`src/rtl/core_pkg.sv`:
```
// Shared decode/execute definitions: ALU op encoding, opcode and funct fields,
// the decoded-instruction payload and the ALU-subset decoder.
package core_pkg;

  localparam int unsigned XLEN     = 32;
  localparam int unsigned REG_AW   = 5;
  localparam int unsigned ALU_OP_W = 4;

  localparam logic [ALU_OP_W-1:0] ALU_ADD = 4'd0;
  localparam logic [ALU_OP_W-1:0] ALU_SUB = 4'd1;
  localparam logic [ALU_OP_W-1:0] ALU_AND = 4'd2;
  localparam logic [ALU_OP_W-1:0] ALU_OR  = 4'd3;
  localparam logic [ALU_OP_W-1:0] ALU_XOR = 4'd4;

  localparam logic [6:0] OPC_OP_IMM = 7'b0010011;
  localparam logic [6:0] OPC_OP     = 7'b0110011;

  localparam logic [2:0] F3_ADD_SUB = 3'b000;
  localparam logic [2:0] F3_XOR     = 3'b100;
  localparam logic [2:0] F3_OR      = 3'b110;
  localparam logic [2:0] F3_AND     = 3'b111;

  localparam logic [6:0] F7_BASE = 7'b0000000;
  localparam logic [6:0] F7_ALT  = 7'b0100000;

  // Decoded control payload handed from ID to EX.
  typedef struct packed {
    logic [ALU_OP_W-1:0] alu_op;
    logic                rs2_imm;
    logic [XLEN-1:0]     imm;
    logic [REG_AW-1:0]   rd;
    logic                rd_we;
    logic                illegal;
  } dec_t;

  // ALU-subset decoder; anything unsupported yields illegal with zeroed controls.
  function automatic dec_t decode(input logic [XLEN-1:0] instr);
    dec_t                d;
    logic [ALU_OP_W-1:0] op;
    logic                f3_ok;
    logic [6:0]          opcode;
    logic [2:0]          funct3;
    logic [6:0]          funct7;
    opcode = instr[6:0];
    funct3 = instr[14:12];
    funct7 = instr[31:25];
    d      = '0;
    d.rd   = instr[11:7];
    op     = ALU_ADD;
    f3_ok  = 1'b1;
    case (funct3)
      F3_ADD_SUB: op = ALU_ADD;
      F3_XOR:     op = ALU_XOR;
      F3_OR:      op = ALU_OR;
      F3_AND:     op = ALU_AND;
      default:    f3_ok = 1'b0;
    endcase
    if (opcode == OPC_OP_IMM && f3_ok) begin
      d.alu_op  = op;
      d.rs2_imm = 1'b1;
      d.imm     = {{20{instr[31]}}, instr[31:20]};
    end else if (opcode == OPC_OP && f3_ok && funct7 == F7_BASE) begin
      d.alu_op = op;
    end else if (opcode == OPC_OP && funct3 == F3_ADD_SUB && funct7 == F7_ALT) begin
      d.alu_op = ALU_SUB;
    end else begin
      d.illegal = 1'b1;
    end
    d.rd_we = !d.illegal && (d.rd != '0);
    return d;
  endfunction

endpackage

```
`src/rtl/id_stage_regfile.sv`:
```
// Architectural register file, 32 x 32.
// Ports: clk, rst_n (async, active-low, clears all entries);
//        raddr1/raddr2 -> rdata1_c/rdata2_c (combinational reads, x0 reads 0);
//        we/waddr/wdata synchronous write port (writes to x0 ignored).
module regfile
  import core_pkg::*;
(
  input  logic              clk,
  input  logic              rst_n,
  input  logic [REG_AW-1:0] raddr1,
  input  logic [REG_AW-1:0] raddr2,
  output logic [XLEN-1:0]   rdata1_c,
  output logic [XLEN-1:0]   rdata2_c,
  input  logic              we,
  input  logic [REG_AW-1:0] waddr,
  input  logic [XLEN-1:0]   wdata
);

  localparam int unsigned NREGS = 32;

  logic [XLEN-1:0] mem_q [NREGS];
  logic [XLEN-1:0] mem_d [NREGS];

  // Write port.
  always_comb begin
    mem_d = mem_q;
    if (we && waddr != '0) begin
      mem_d[waddr] = wdata;
    end
  end

  always_ff @(posedge clk or negedge rst_n) begin
    if (!rst_n) begin
      for (int i = 0; i < NREGS; i++) mem_q[i] <= '0;
    end else begin
      mem_q <= mem_d;
    end
  end

  assign rdata1_c = (raddr1 == '0) ? '0 : mem_q[raddr1];
  assign rdata2_c = (raddr2 == '0) ? '0 : mem_q[raddr2];

endmodule

```
`src/rtl/id_stage.sv`:
```
// Decode / operand-fetch stage between fetch and EX.
// Ports: clk, rst_n (async, active-low); flush drops held and offered instr;
//        in_valid/in_ready/in_instr input handshake (in_ready combinational);
//        wb_we/wb_rd/wb_data register-file writeback;
//        out_valid/out_ready output handshake plus registered operands,
//        immediate, ALU op, rs2/imm select, rd, rd_we and illegal flag.
module id_stage
  import core_pkg::*;
#(
  parameter bit RF_BYPASS = 1'b1
) (
  input  logic                clk,
  input  logic                rst_n,
  input  logic                flush,
  input  logic                in_valid,
  output logic                in_ready,
  input  logic [XLEN-1:0]     in_instr,
  input  logic                wb_we,
  input  logic [REG_AW-1:0]   wb_rd,
  input  logic [XLEN-1:0]     wb_data,
  output logic                out_valid,
  input  logic                out_ready,
  output logic [XLEN-1:0]     out_rs1_data,
  output logic [XLEN-1:0]     out_rs2_data,
  output logic [XLEN-1:0]     out_imm,
  output logic [ALU_OP_W-1:0] out_alu_op,
  output logic                out_alu_rs2_imm,
  output logic [REG_AW-1:0]   out_rd,
  output logic                out_rd_we,
  output logic                out_illegal
);

  logic [REG_AW-1:0] rs1, rs2;
  logic [XLEN-1:0]   rf_rs1, rf_rs2, rs1_fwd, rs2_fwd;
  logic              accept;
  dec_t              dec;

  logic              valid_q, valid_d;
  logic [XLEN-1:0]   rs1_data_q, rs1_data_d, rs2_data_q, rs2_data_d;
  logic [REG_AW-1:0] rs1_addr_q, rs1_addr_d, rs2_addr_q, rs2_addr_d;
  dec_t              dec_q, dec_d;

  assign rs1 = in_instr[19:15];
  assign rs2 = in_instr[24:20];
  assign dec = decode(in_instr);

  regfile u_regfile (
    .clk      (clk),
    .rst_n    (rst_n),
    .raddr1   (rs1),
    .raddr2   (rs2),
    .rdata1_c (rf_rs1),
    .rdata2_c (rf_rs2),
    .we       (wb_we),
    .waddr    (wb_rd),
    .wdata    (wb_data)
  );

  // Same-cycle writeback forwarding into the captured operands.
  assign rs1_fwd = (RF_BYPASS && wb_we && wb_rd == rs1 && rs1 != '0) ? wb_data : rf_rs1;
  assign rs2_fwd = (RF_BYPASS && wb_we && wb_rd == rs2 && rs2 != '0) ? wb_data : rf_rs2;

  assign in_ready = !valid_q || out_ready;
  assign accept   = in_valid && in_ready && !flush;

  // Output register: load on accept, drain on consume, refresh operands while stalled.
  always_comb begin
    valid_d    = valid_q;
    rs1_data_d = rs1_data_q;
    rs2_data_d = rs2_data_q;
    rs1_addr_d = rs1_addr_q;
    rs2_addr_d = rs2_addr_q;
    dec_d      = dec_q;
    if (flush) begin
      valid_d = 1'b0;
    end else if (accept) begin
      valid_d    = 1'b1;
      rs1_data_d = rs1_fwd;
      rs2_data_d = rs2_fwd;
      rs1_addr_d = rs1;
      rs2_addr_d = rs2;
      dec_d      = dec;
    end else if (out_ready) begin
      valid_d = 1'b0;
    end else if (valid_q && wb_we && wb_rd != '0) begin
      // A held instruction must not see a stale operand when EX finally takes it.
      if (wb_rd == rs1_addr_q) rs1_data_d = wb_data;
      if (wb_rd == rs2_addr_q) rs2_data_d = wb_data;
    end
  end

  always_ff @(posedge clk or negedge rst_n) begin
    if (!rst_n) begin
      valid_q    <= 1'b0;
      rs1_data_q <= '0;
      rs2_data_q <= '0;
      rs1_addr_q <= '0;
      rs2_addr_q <= '0;
      dec_q      <= '0;
    end else begin
      valid_q    <= valid_d;
      rs1_data_q <= rs1_data_d;
      rs2_data_q <= rs2_data_d;
      rs1_addr_q <= rs1_addr_d;
      rs2_addr_q <= rs2_addr_d;
      dec_q      <= dec_d;
    end
  end

  assign out_valid       = valid_q;
  assign out_rs1_data    = rs1_data_q;
  assign out_rs2_data    = rs2_data_q;
  assign out_imm         = dec_q.imm;
  assign out_alu_op      = dec_q.alu_op;
  assign out_alu_rs2_imm = dec_q.rs2_imm;
  assign out_rd          = dec_q.rd;
  assign out_rd_we       = dec_q.rd_we;
  assign out_illegal     = dec_q.illegal;

endmodule

```
`config.mk`:
```
export PLATFORM = sky130hd
export DESIGN_NAME = id_stage
export DESIGN_NICKNAME = d
export VERILOG_FILES = /design/src/rtl/core_pkg.sv /design/src/rtl/id_stage_regfile.sv /design/src/rtl/id_stage.sv
export SDC_FILE = /design/constraint.sdc
export NUM_CORES = 2
export LEC_CHECK = 0
export CORE_AREA = 3 3 333 335
export CTS_CLUSTER_DIAMETER = 40
export DETAILED_ROUTE_END_ITERATION = 8
export DIE_AREA = 0 0 336 338
export PLACE_DENSITY = 0.86
export SETUP_SLACK_MARGIN = 0.4
export SLEW_MARGIN = 10
export SYNTH_ARGS = -nofsm -noshare
export SYNTH_HDL_FRONTEND = slang
export SYNTH_SLANG_ARGS = --single-unit
```
`constraint.sdc`:
```
create_clock -name clk -period 2.04 [get_ports clk]
set_clock_uncertainty 0.15 [all_clocks]
set_input_delay 0.408 -clock clk [delete_from_list [all_inputs] [get_ports clk]]
set_output_delay 0.408 -clock clk [all_outputs]
set_load 0.05 [all_outputs]
```
After elaboration in Yosys (flattened, before gate mapping)
Cells that the tools add are included.
{ "classes": {"shifts": 0, "div": 0, "n_bitwise": 4, "mul": 0, "eq_ne": 11, "reduce_logical": 36, "n_addsub": 0, "mux": 33, "n_lt_le_gt_ge": 4} }
{ "ops": {"columns": ["op", "n"], "rows": [
  ["1024-bit bitwise mux", 1],
  ["32-bit 2-to-1 mux", 17],
  ["32-bit binary-select mux with 5-bit select", 2],
  ["32-bit demux with 5-bit select", 1],
  ["33-bit 2-to-1 mux", 1],
  ["5-bit == test", 4],
  ["5-bit nonzero test", 4],
  ["6-bit greater-or-equal comparator (second input constant)", 3],
  ["5-bit NOT with 6-bit output", 3],
  ["1-bit logical AND", 16],
  ["7-bit by 6-bit == test with 1-bit output (second input constant)", 2],
  ["5-bit logical NOT", 2],
  ["3-bit == test (second input constant)", 3],
  ["3-bit case mux with 3 select lines", 1],
  ["1-bit 2-to-1 mux", 8],
  ["4-bit AND reduction", 2],
  ["7-bit by 5-bit == test with 1-bit output (second input constant)", 1],
  ["7-bit logical NOT", 1],
  ["6-bit by 1-bit < comparator with 1-bit output (second input constant)", 1],
  ["3-bit 2-to-1 mux", 2],
  ["2-bit nonzero test", 3],
  ["4-bit OR reduction", 1],
  ["1-bit logical NOT", 3],
  ["3-bit logical NOT", 1],
  ["other kinds (5)", 5]
]} }
{ "totals": {"ff_bits": 1143, "input_bits": 75, "mem_bits_rw": 0, "mem_count": 0, "out_inout_bits": 110, "rom_bits": 0, "latch_bits": 0} }

Logic depth before layout (Yosys ltp)
{ "depth": {"word_depth": 9, "depth_mapped": 11, "depth_no_buf": 6} }

Modules after synthesis
A second synthesis with hierarchy kept.
{ "hier_totals": {"hier_cells": 4028, "hier_area_um2": 59329.4} }
{ "by_module_without_submodules": {"columns": ["mod", "instances", "cells_each", "seq_area_each_um2", "area_each_um2"], "rows": [
  ["regfile", 1, 3513, 25624.6, 54133.2],
  ["id_stage", 1, 515, 2452.4, 5196.2]
]} }

Worst setup path before layout
OpenSTA, ideal clock, no wires.
{ "synth_timing": {"kind": "register -> register", "from": "register valid_q, in the netlist out_valid", "to": "register dec_q, in the netlist out_imm[30]", "required_ns": 1.821, "arrival_time_ns": 2.456, "path_slack_ns": -0.635, "path_stages_with_launch": 8, "path_buffers": 2, "path_cell_list": "dfrtp_1 -> nand2b_1 -> nand2_1 -> or2_1 -> clkbuf_1 -> nor4_1 -> buf_2 -> a22o_1"} }
{ "synth_via": {"elab_chain_cells": 5} }
{ "synth_rtl": {"columns": ["element", "line", "rtl"], "rows": [
  ["start: declaration", "id_stage.sv:38", "logic valid_q, valid_d;"],
  ["start signal: assignment", "id_stage.sv:101", "valid_q <= valid_d;"],
  ["1-bit logical NOT", "id_stage.sv:63", "assign in_ready = !valid_q || out_ready;"],
  ["1-bit logical OR", "id_stage.sv:63", null],
  ["named net in_ready", "id_stage.sv:16", "output logic in_ready,"],
  ["1-bit logical AND (2 in a row)", "id_stage.sv:64", "assign accept = in_valid && in_ready && !flush;"],
  ["2-bit AND reduction (no line)", null, null],
  ["end signal: assignment", "id_stage.sv:99", "dec_q <= '0;"],
  ["end signal: assignment", "id_stage.sv:106", "dec_q <= dec_d;"],
  ["end: declaration", "id_stage.sv:41", "dec_t dec_q, dec_d;"]
]} }
The timed path passes the listed nets, and every way through them passes these cells.
A chain may end at the register's enable or synchronous reset.

Worst setup path in the final report
{ "layout_timing": {"from": "register rs1_addr_q[0]", "to": "register rs1_data_q[12], in the netlist out_rs1_data[12]"} }
{ "layout_via": {"elab_chain_cells": 3} }
{ "layout_rtl": {"columns": ["element", "line", "rtl"], "rows": [
  ["start: declaration", "id_stage.sv:40", "logic [REG_AW-1:0] rs1_addr_q, rs1_addr_d, rs2_addr_q, rs2_addr_d;"],
  ["start signal: assignment", "id_stage.sv:104", "rs1_addr_q <= rs1_addr_d;"],
  ["5-bit == test", "id_stage.sv:87", "if (wb_rd == rs1_addr_q) rs1_data_d = wb_data;"],
  ["2-bit nonzero test (no line)", null, null],
  ["4-bit AND reduction (no line)", null, null],
  ["end signal: assignment", "id_stage.sv:102", "rs1_data_q <= rs1_data_d;"],
  ["end: declaration", "id_stage.sv:39", "logic [XLEN-1:0] rs1_data_q, rs1_data_d, rs2_data_q, rs2_data_d;"]
]} }
No other way between the ends.

==> metrics.txt <==
result of the run=finished, violations left; violated checks=setup timing; Max clock buf depth=3; Synth Net Count=4093; total global-route track usage=0.379; Iter 0 DRT Violations=7441; Die Span Y=338 um; leading cell types by total area after synthesis=sky130_fd_sc_hd__dfrtp_1, sky130_fd_sc_hd__mux2_2, sky130_fd_sc_hd__mux4_2, sky130_fd_sc_hd__mux2i_1, sky130_fd_sc_hd__clkbuf_1; async set-or-reset flop fraction in the synthesized netlist=1.00; core utilization of the finished layout=0.688; number of I/O pins=185; ratio of cells with drive above 1 in the final layout=0.580; pwr/cell area=1010 mW/mm^2; Cell Rows=121; post-detailed-route wirelength per cell=37.9 um; startpoint of the tightest hold check path=in_instr[20]; most common library cell in the layout ignoring fill and taps=sky130_fd_sc_hd__dfrtp_1; relative max-transition margin=0.345; Slew Viols, Final=0; commonest cells after routing, fill and taps aside=sky130_fd_sc_hd__dfrtp_1, sky130_fd_sc_hd__mux2_2, sky130_fd_sc_hd__mux4_2; leakage power summed over all cells=32.8 nW; final period utilization=1.12; Layout Cell Area excl Fill=0.0746 mm^2; final instance count without filler cells=6011; commonest register cell after synthesis=sky130_fd_sc_hd__dfrtp_1; CTS tree=done; FF-to-FF setup slack=-0.24 ns; register bit count reported by yosys=1122; Final Critical Period=2.28 ns; grt total ovfl=0; number of global-route vias before repair=47300; Post-Place Worst Slack=-0.952 ns; top-area cell type share of the netlist area=0.474; Total Die Area=0.114 mm^2; achievable clock frequency=438 MHz; global-route wire length before repair=315000 um; number of enable flip-flop cells after synthesis=0; classification of the worst-slack hold path=input pin to register; wirelength, routed=228000 um; Starting Density=0.546; number of remaining DRC errors=0; max capacitance violation total=0; Hold Fails Final Rpt=0; critical-path maximum fanout=7; Worst-Margin Slew=0.983 ns; core area=0.108 mm^2; Worst setup EP type=register; clock-pin slew reported for the worst setup and hold paths after clock tree synthesis=0.06 ns; portion of the post-synthesis area used by sequential elements=0.474; placed wire-length estimate after detailed placement=117000 um; timing startpoint of the critical path=rs1_addr_q[0]; number of nets in the layout=4544; number of clock sinks=1122; insertion delay of the later-clocked pin in the worst-skew pair=0.79 ns; worst flop-to-flop path startpoint=rs1_addr_q[0]; IO Port Bufs=183; number of different library cells in the post-synthesis netlist=53; CP Class=register to register; number of warnings reported in the yosys synthesis log=0; Setup TNS=-7.89 ns; chip width=336 um; leading area contributor after synthesis=sky130_fd_sc_hd__dfrtp_1; vias post-DR=45900; largest net degree at the start of global routing=83; number of H-tree levels=4; syn_area_per_cell=14.7 um^2; Via-to-Cell Ratio=7.64; Gate Count Post-Synth=4018; cell area after synthesis=0.0592 mm^2; fin worst setup slack=-0.242 ns; Num CTS Buffers=143; final weighted congestion in routability-driven placement=0.900; placed cells=5607; arrival time of the worst setup path=2.75 ns; Hold Worst Slack=0.0690 ns; DR pass1 iterations=6; placed standard-cell area=0.0665 mm^2; worst-case vdd ir drop=0.000651 V; setup repair after global routing missed its margin=true; final count of negative-setup-slack endpoints=86; layout-stage area growth over the synthesis result=26.0%; element type at the critical path start=register; Clk Tree Root Cell=sky130_fd_sc_hd__clkbuf_16; Filler Cell Count=5969; required time at the endpoint of the critical path=2.50 ns; total power consumption of the routed design=75.4 mW; antenna violations before repair=14; Antenna Nets Post-Route=0
==> power breakdown <==
| group | switching, mW | internal [mW] | leakage, nW |
|---|---|---|---|
| logic | 8.08 | 9.34 | 16.1 |
| clock network | 10.9 | 16.4 | 2.45 |
| registers | 4.24 | 26.4 | 14.3 |
| total | 23.3 | 52.2 | 32.8 |
==> worst max-delay path: stages, from the launching register on <==
cell                       delay, ns
sky130_fd_sc_hd__dfrtp_1        0.41
sky130_fd_sc_hd__xor2_1         0.15
sky130_fd_sc_hd__nor3_1         0.18
sky130_fd_sc_hd__nand4_1        0.18
sky130_fd_sc_hd__a21oi_4        0.21
sky130_fd_sc_hd__buf_12         0.17
sky130_fd_sc_hd__buf_16         0.18
sky130_fd_sc_hd__mux2i_2        0.28
sky130_fd_sc_hd__o221ai_1       0.21
==> cell type report <==
class | instances | area, um^2 | area share
Inverter | 67 | 253 | 0.00339
Multi-Input combinational cell | 2371 | 29800 | 0.400
Timing Repair Buffer | 764 | 9540 | 0.128
Tap cell | 1414 | 1770 | 0.0237
Clock inverter | 83 | 1120 | 0.0151
Sequential cell | 1122 | 28100 | 0.377
Antenna cell | 11 | 27.5 | 0.000369
Clock buffer | 179 | 3950 | 0.0529
==> state kept, by name, indices dropped and copies added (netlist names), 3 cells and up <==
| name | cells |
|---|---|
| out_alu_op | 3 |
| out_imm | 12 |
| out_rd | 5 |
| out_rs1_data | 32 |
| out_rs2_data | 32 |
| rs1_addr_q | 5 |
| rs2_addr_q | 5 |
| u_regfile.mem_q | 1024 |
==> kinds of logic (layout without fill, tap and decap cells) <==
kind of cell    Yosys count  in the layout  share of synthesized area
flops                  1122           1122                      0.474
other cells               1             12                  0.0000633
xor+xnor                 20             20                    0.00296
simple gates            296            296                     0.0233
mux                    1774           1774                      0.424
buf+inv                 525           1093                     0.0418
compound gates          280            280                     0.0334
==> Yosys cell counts (all sizes together) (29+ instances only) <==
library cell / number
mux2: 1033
a21oi: 51
a22oi: 83
nand2: 131
nor2: 63
clkbuf: 203
and2: 33
o221ai: 48
dfrtp: 1122
clkinv: 53
mux4: 484
mux2i: 257
o21ai: 37
nand3: 29
buf: 255
==> worst paths after layout <==
check | end | cells past startpoint
worst max-delay path | out_rs1_data[12] | 8
worst min-delay path | rs2_addr_q[0] | 4
worst max register to register | out_rs1_data[12] | 8
worst min register to register | u_regfile.mem_q[1005] | 0
max in group asynchronous | out_rs2_data[12] | 3
min in group asynchronous | u_regfile.mem_q[47] | 3
==> what timing repair did <==
action                                  CTS  global route
hold buffers                              3             0
setup endpoints to repair              1194           385
setup buffers                            60            41
cloned                                   22             5
endpoints found under the hold margin   618             0
gates resized for setup                 243           143
pin swaps                                39            46
==> per-layer routing <==
layer | GRT usage | share of wire
met4 | 0.282 | 0.10
met1 | 0.447 | 0.31
met3 | 0.163 | 0.16
met2 | 0.553 | 0.42
met5 | 0.00255 | 0.0015
Power figures use the tool's default switching activity.
